--- src/rtl/mem_burst_pkg.sv ---
// rtl/mem_burst_pkg.sv - shared state and opcode types for the RAM burst controller
package mem_burst_pkg;

    typedef enum logic [1:0] {
        IDLE,
        RD,
        WR,
        FIN
    } state_e;

    typedef enum logic {
        OP_READ  = 1'b0,
        OP_WRITE = 1'b1
    } op_e;

endpackage

--- src/rtl/mem_skid_buf.sv ---
// rtl/mem_skid_buf.sv - 2-entry FIFO that parks RAM read data while the read stream is stalled
module mem_skid_buf #(
    parameter int DATA_WIDTH = 8
) (
    input  logic                  clk,
    input  logic                  rst_n,
    input  logic                  push_i,
    input  logic [DATA_WIDTH-1:0] push_data_i,
    input  logic                  pop_i,
    output logic [1:0]            count_o,
    output logic [DATA_WIDTH-1:0] head_o
);

    logic [DATA_WIDTH-1:0] e0_q;
    logic [DATA_WIDTH-1:0] e1_q;
    logic [1:0]            count_q;

    assign count_o = count_q;
    assign head_o  = e0_q;

    // Entry 0 is always the head; a pop shifts entry 1 forward.
    always_ff @(posedge clk) begin
        if (!rst_n) begin
            e0_q    <= '0;
            e1_q    <= '0;
            count_q <= 2'd0;
        end else begin
            case ({push_i, pop_i})
                2'b10: begin
                    if (count_q == 2'd0) e0_q <= push_data_i;
                    else                 e1_q <= push_data_i;
                    count_q <= count_q + 2'd1;
                end
                2'b01: begin
                    e0_q    <= e1_q;
                    count_q <= count_q - 2'd1;
                end
                2'b11: begin
                    if (count_q == 2'd1) begin
                        e0_q <= push_data_i;
                    end else begin
                        e0_q <= e1_q;
                        e1_q <= push_data_i;
                    end
                end
                default: ;
            endcase
        end
    end

endmodule

--- src/rtl/mem_burst_ctrl.sv ---
// rtl/mem_burst_ctrl.sv - turns one burst command into consecutive single-port RAM accesses
module mem_burst_ctrl
    import mem_burst_pkg::*;
#(
    parameter int ADDR_WIDTH = 4,
    parameter int DATA_WIDTH = 8,
    parameter int LEN_WIDTH  = ADDR_WIDTH + 1
) (
    input  logic                  clk,
    input  logic                  rst_n,
    input  logic                  start,
    input  logic                  op,
    input  logic [ADDR_WIDTH-1:0] base_addr,
    input  logic [LEN_WIDTH-1:0]  len,
    output logic                  busy,
    output logic                  done,
    input  logic                  s_valid,
    output logic                  s_ready,
    input  logic [DATA_WIDTH-1:0] s_data,
    output logic                  m_valid,
    input  logic                  m_ready,
    output logic [DATA_WIDTH-1:0] m_data,
    output logic                  mem_we,
    output logic [ADDR_WIDTH-1:0] mem_addr,
    output logic [DATA_WIDTH-1:0] mem_wdata,
    input  logic [DATA_WIDTH-1:0] mem_rdata
);

    state_e                state_q;
    logic [ADDR_WIDTH-1:0] addr_q;
    logic [LEN_WIDTH-1:0]  rem_q;
    logic                  inflight_q;

    logic [1:0]            buf_count;
    logic [DATA_WIDTH-1:0] buf_head;
    logic [1:0]            occupancy;
    logic                  wr_beat;
    logic                  rd_issue;
    logic                  rd_last;
    logic                  pop;

    assign busy      = (state_q != IDLE);
    assign done      = (state_q == FIN);
    assign s_ready   = (state_q == WR) && (rem_q != '0);
    assign wr_beat   = s_valid && s_ready;
    assign mem_we    = wr_beat;
    assign mem_wdata = s_data;
    assign mem_addr  = addr_q;
    assign m_valid   = (buf_count != 2'd0);
    assign m_data    = buf_head;
    assign pop       = m_valid && m_ready;

    // Slots that will be taken next cycle if nothing new is issued; a read is only
    // issued when its data is guaranteed a place in the buffer.
    assign occupancy = buf_count + {1'b0, inflight_q} - {1'b0, pop};
    assign rd_issue  = (state_q == RD) && (rem_q != '0) && (occupancy < 2'd2);
    assign rd_last   = (rem_q == '0) && !inflight_q &&
                       ((buf_count == 2'd0) || ((buf_count == 2'd1) && pop));

    mem_skid_buf #(
        .DATA_WIDTH(DATA_WIDTH)
    ) u_skid (
        .clk        (clk),
        .rst_n      (rst_n),
        .push_i     (inflight_q),
        .push_data_i(mem_rdata),
        .pop_i      (pop),
        .count_o    (buf_count),
        .head_o     (buf_head)
    );

    always_ff @(posedge clk) begin
        if (!rst_n) begin
            state_q    <= IDLE;
            addr_q     <= '0;
            rem_q      <= '0;
            inflight_q <= 1'b0;
        end else begin
            case (state_q)
                IDLE: begin
                    if (start) begin
                        addr_q <= base_addr;
                        rem_q  <= len;
                        if (len == '0)                  state_q <= FIN;
                        else if (op_e'(op) == OP_WRITE) state_q <= WR;
                        else                            state_q <= RD;
                    end
                end
                WR: begin
                    if (wr_beat) begin
                        addr_q <= addr_q + 1'b1;
                        rem_q  <= rem_q - 1'b1;
                        if (rem_q == LEN_WIDTH'(1)) state_q <= FIN;
                    end
                end
                RD: begin
                    inflight_q <= rd_issue;
                    if (rd_issue) begin
                        addr_q <= addr_q + 1'b1;
                        rem_q  <= rem_q - 1'b1;
                    end
                    if (rd_last) state_q <= FIN;
                end
                FIN:     state_q <= IDLE;
                default: state_q <= IDLE;
            endcase
        end
    end

endmodule

--- config.mk ---
export PLATFORM = sky130hd
export DESIGN_NAME = mem_burst_ctrl
export DESIGN_NICKNAME = d
export VERILOG_FILES = /design/src/rtl/mem_burst_pkg.sv /design/src/rtl/mem_skid_buf.sv /design/src/rtl/mem_burst_ctrl.sv
export SDC_FILE = /design/constraint.sdc
export NUM_CORES = 1
export LEC_CHECK = 0
export ABC_AREA = 1
export BUFFER_PORTS_ARGS = -buffer_cell sky130_fd_sc_hd__buf_2
export CAP_MARGIN = 10
export CORE_UTILIZATION = 48
export DETAILED_ROUTE_END_ITERATION = 10
export HOLD_SLACK_MARGIN = 0.08
export PLACE_DENSITY = 0.71
export SETUP_SLACK_MARGIN = 0.3
export SLEW_MARGIN = 30
export SYNTH_ARGS = -nofsm -noshare
export SYNTH_HDL_FRONTEND = slang
export SYNTH_HIERARCHICAL = 1
export SYNTH_SLANG_ARGS = --single-unit
--- constraint.sdc ---
create_clock -name clk -period 1.9 [get_ports clk]
set_input_delay 0.19 -clock clk [delete_from_list [all_inputs] [get_ports clk]]
set_output_delay 0.19 -clock clk [all_outputs]
set_load 0.02 [all_outputs]
==> out/metrics.csv <==
stage,metric,value,unit
timing,min_period,1.625,ns
timing,grt_setup_unrepaired,yes,
global_routing,grt_pass1_wl,7.051,mm
power,p_leak,1.291,nW
setup_path,crit_type,register to register,
drt,final_antenna_net_count,0,
setup_path,crit_family,compound AO/OA/AOI/OAI gates,
timing,slew_headroom,66.81,%
clocking,clk_latency,0.28,ns
global_routing,antenna_found_initial,0,
setup_path,critPathSlowestCell,dfxtp_2,
drt,wire_per_inst,11.45,µm
power,irDropWorstVdd,849.3,µV
power,power,4.123,mW
drt,drc,0,
run,drv_cap,0,
setup_path,path_cells,o21a_4 -> buf_4 -> ha_2 -> inv_4 -> nand2_4 -> a21boi_4 -> nor2_1 -> nor2_1,
global_routing,first_global_vias,1657,
drt,wl,4.591,mm
synthesis,synth_cell_types,32,
timing,final.period_utilization,85.55,%
die,rows,23,
synthesis,synth_largest_area_cell,dfxtp_1,
clocking,postCtsHoldBufs,0,
final_layout,final_cell_mix,"nand2_1, nor2_1, buf_2, dfxtp_1, inv_1",
die,die_height,67.78,µm
final_layout,syn_to_final_growth,22.89,%
place,place_hpwl,3.034,mm
place,gp_congestion,0.7683,
final_layout,final_area,2552,µm²
timing,final-setup-viol-count,0,
die,core-area,4086,µm²
synthesis,synth.avg_cell_area,6.832,µm²
synthesis,yosys_warnings,6,
synthesis,ys_ff_latch,30,
setup_path,worstPathRequired,2.12,ns
synthesis,seq_area_frac_synth,28.92,%
synthesis,synth_top_area_share,28.92,%
timing,hold_violations,0,
timing,tns,0,ns
synthesis,syn-cell-area,2077,µm²
global_routing,grt_util_all_layers,20.73,%
setup_path,cpMostUsedCell,nor2_1,
setup_path,path_max_fanout,8,
global_routing,grt_overflow,0,
final_layout,nNetsFinal,395,
drt,drt_iter0_markers,77,
clocking,clk_path_buf_depth,2,
clocking,clk_pin_slew_worst_paths,0.07,ns
timing,max_freq,0.6152,GHz
synthesis,ys_top_cells_by_area,"dfxtp_1, nand2_1, nor2_1, ha_1, inv_1",
worst_hold_path,hold_class,input pin to register,
timing,fin_skew,0.005563,ns
power,power_per_cell_area,1615,nW/µm²
die,die-area,4594,µm²
place,io_buffers,39,
drt,via_per_inst,4.950,
drt,drt_first_pass_iters,4,
run_status,run_status,finished clean,
timing,slew_violations,0,
setup_path,crit_buf_inv,2,
drt,vias,1985,
clocking,cts_sinks,30,
clocking,root_buffer,clkbuf_8,
clocking,numCtsBuffers,5,
place,place_area,2261,µm²
final_layout,drive_above_1_share,31.91,%
place,place_inst,383,
global_routing,grt_start_max_net_pins,31,
die,io_pins,56,
die,fp.dieW,67.78,µm
synthesis,syn-num-nets,349,
synthesis,syn_inst,304,
clocking,ctsHtreeMaxLevel,2,
setup_path,critPathLaunchType,register,
final_layout,n_antenna_cell,0,
final_layout,final_cells,401,
final_layout,layout_commonest_cell,nand2_1,
setup_path,cp.arrival,1.85,ns
setup_path,critPathCaptureType,register,
setup_path,r2r_setup_slack,0.27,ns
die,start_util,50.83,%
setup_path,cp_slowest_stage_delay,0.32,ns
timing,worst_pin_slew,0.4979,ns
clocking,cts_tree,done,
==> routing by layer <==
metal  GRT usage, %  up-vias  part of all wire, %  wire length [µm]
met1          23.01      890                   45              2060
met4          7.552        0                  1.4                63
met3          5.743        9                  4.4               201
met5              0        -                    0                 0
met2          37.25       46                   49              2266
li1               -     1040                    -                 -
==> through the flow <==
stage | hold WS (ns) | setup slack, ns | utilization, %
finish | 0.1723 | 0.2745 | 62.46
global route | 0.1871 | 0.1832 | 62.46
CTS | 0.1668 | 0.2437 | 59.25
detailed placement | 0.3801 | 0.1781 | 55.33
global placement | 0.3801 | 0.2039 | 55.33
floorplan | 0.3105 | 0.3081 | -
==> where the power goes <==
part	switching (mW)	internal (mW)
logic	1.47	1.09
registers	0.173	0.854
clock network	0.243	0.292
==> worst reg2reg max path: stages (launching register included) <==
cell      delay, ns
dfxtp_2        0.32
o21a_4         0.23
buf_4          0.14
ha_2           0.21
inv_4          0.10
nand2_4        0.07
a21boi_4       0.31
nor2_1         0.10
nor2_1         0.09
==> synthesized netlist by cell type <==
cell type / instances
dfxtp_1: 30
nand2_1: 74
nand3b_1: 8
buf_6: 1
clkbuf_8: 2
buf_4: 8
a21boi_4: 1
ha_1: 14
nor2_4: 1
nor3_1: 1
nor2_1: 57
nand3_1: 16
clkinv_2: 1
inv_2: 4
o21ai_0: 18
nand3_4: 2
nand2_2: 7
o21a_1: 1
nand3_2: 4
inv_1: 30
a21boi_0: 2
or2_2: 1
xor2_1: 1
a21oi_1: 7
nor2_2: 1
nand4_1: 2
a21oi_2: 1
buf_2: 2
nand2_4: 4
mux2i_1: 1
nand3b_4: 1
xnor2_1: 1
==> area by class of cell <==
| cell class | instances | area (µm²) |
|---|---|---|
| clock buffer | 7 | 86.33 |
| clock inverter | 1 | 5.005 |
| fill | 371 | 1534 |
| inverter | 35 | 142.6 |
| multi-input combinational | 227 | 1350 |
| sequential | 30 | 605.6 |
| tap | 50 | 62.56 |
| timing repair buffer | 51 | 300.3 |
==> worst paths after layout <==
| path | endpoint | depth (start not counted) | start |
|---|---|---|---|
| max | u_skid/head_o[2] | 8 | u_skid/count_o[1] |
| max reg2reg | u_skid/head_o[2] | 8 | u_skid/count_o[1] |
| min reg2reg | u_skid/e1_q[4] | 2 | u_skid/e1_q[4] |
| min | u_skid/e1_q[7] | 3 | mem_rdata[7] |
==> cells by family (layout without fill, tap and decap cells) <==
logic type | Yosys count | in the layout | share of synthesized area, %
AO/OA/AOI/OAI | 30 | 30 | 8.434
XOR/XNOR | 2 | 2 | 0.8435
adder cells (fa/ha/maj) | 14 | 14 | 8.434
buffers and inverters | 48 | 94 | 11.63
flip-flops | 30 | 30 | 28.92
multiplexers | 1 | 1 | 0.4819
AND/OR/NAND/NOR | 179 | 180 | 41.27
==> state kept, by name, indices dropped and copies added (netlist names) <==
signal          count
u_skid/e1_q         8
u_skid/head_o       8
rem_q               5
mem_addr            4
state_q             2
u_skid/count_o      2
inflight_q          1
==> repair_timing <==
action	in CTS	in global routing
gates cloned	0	1
buffers inserted	4	5
resized for setup	11	24
pin swaps	6	10
endpoints found under the setup margin	27	29
No activity file was read; power rests on OpenSTA's default activity.
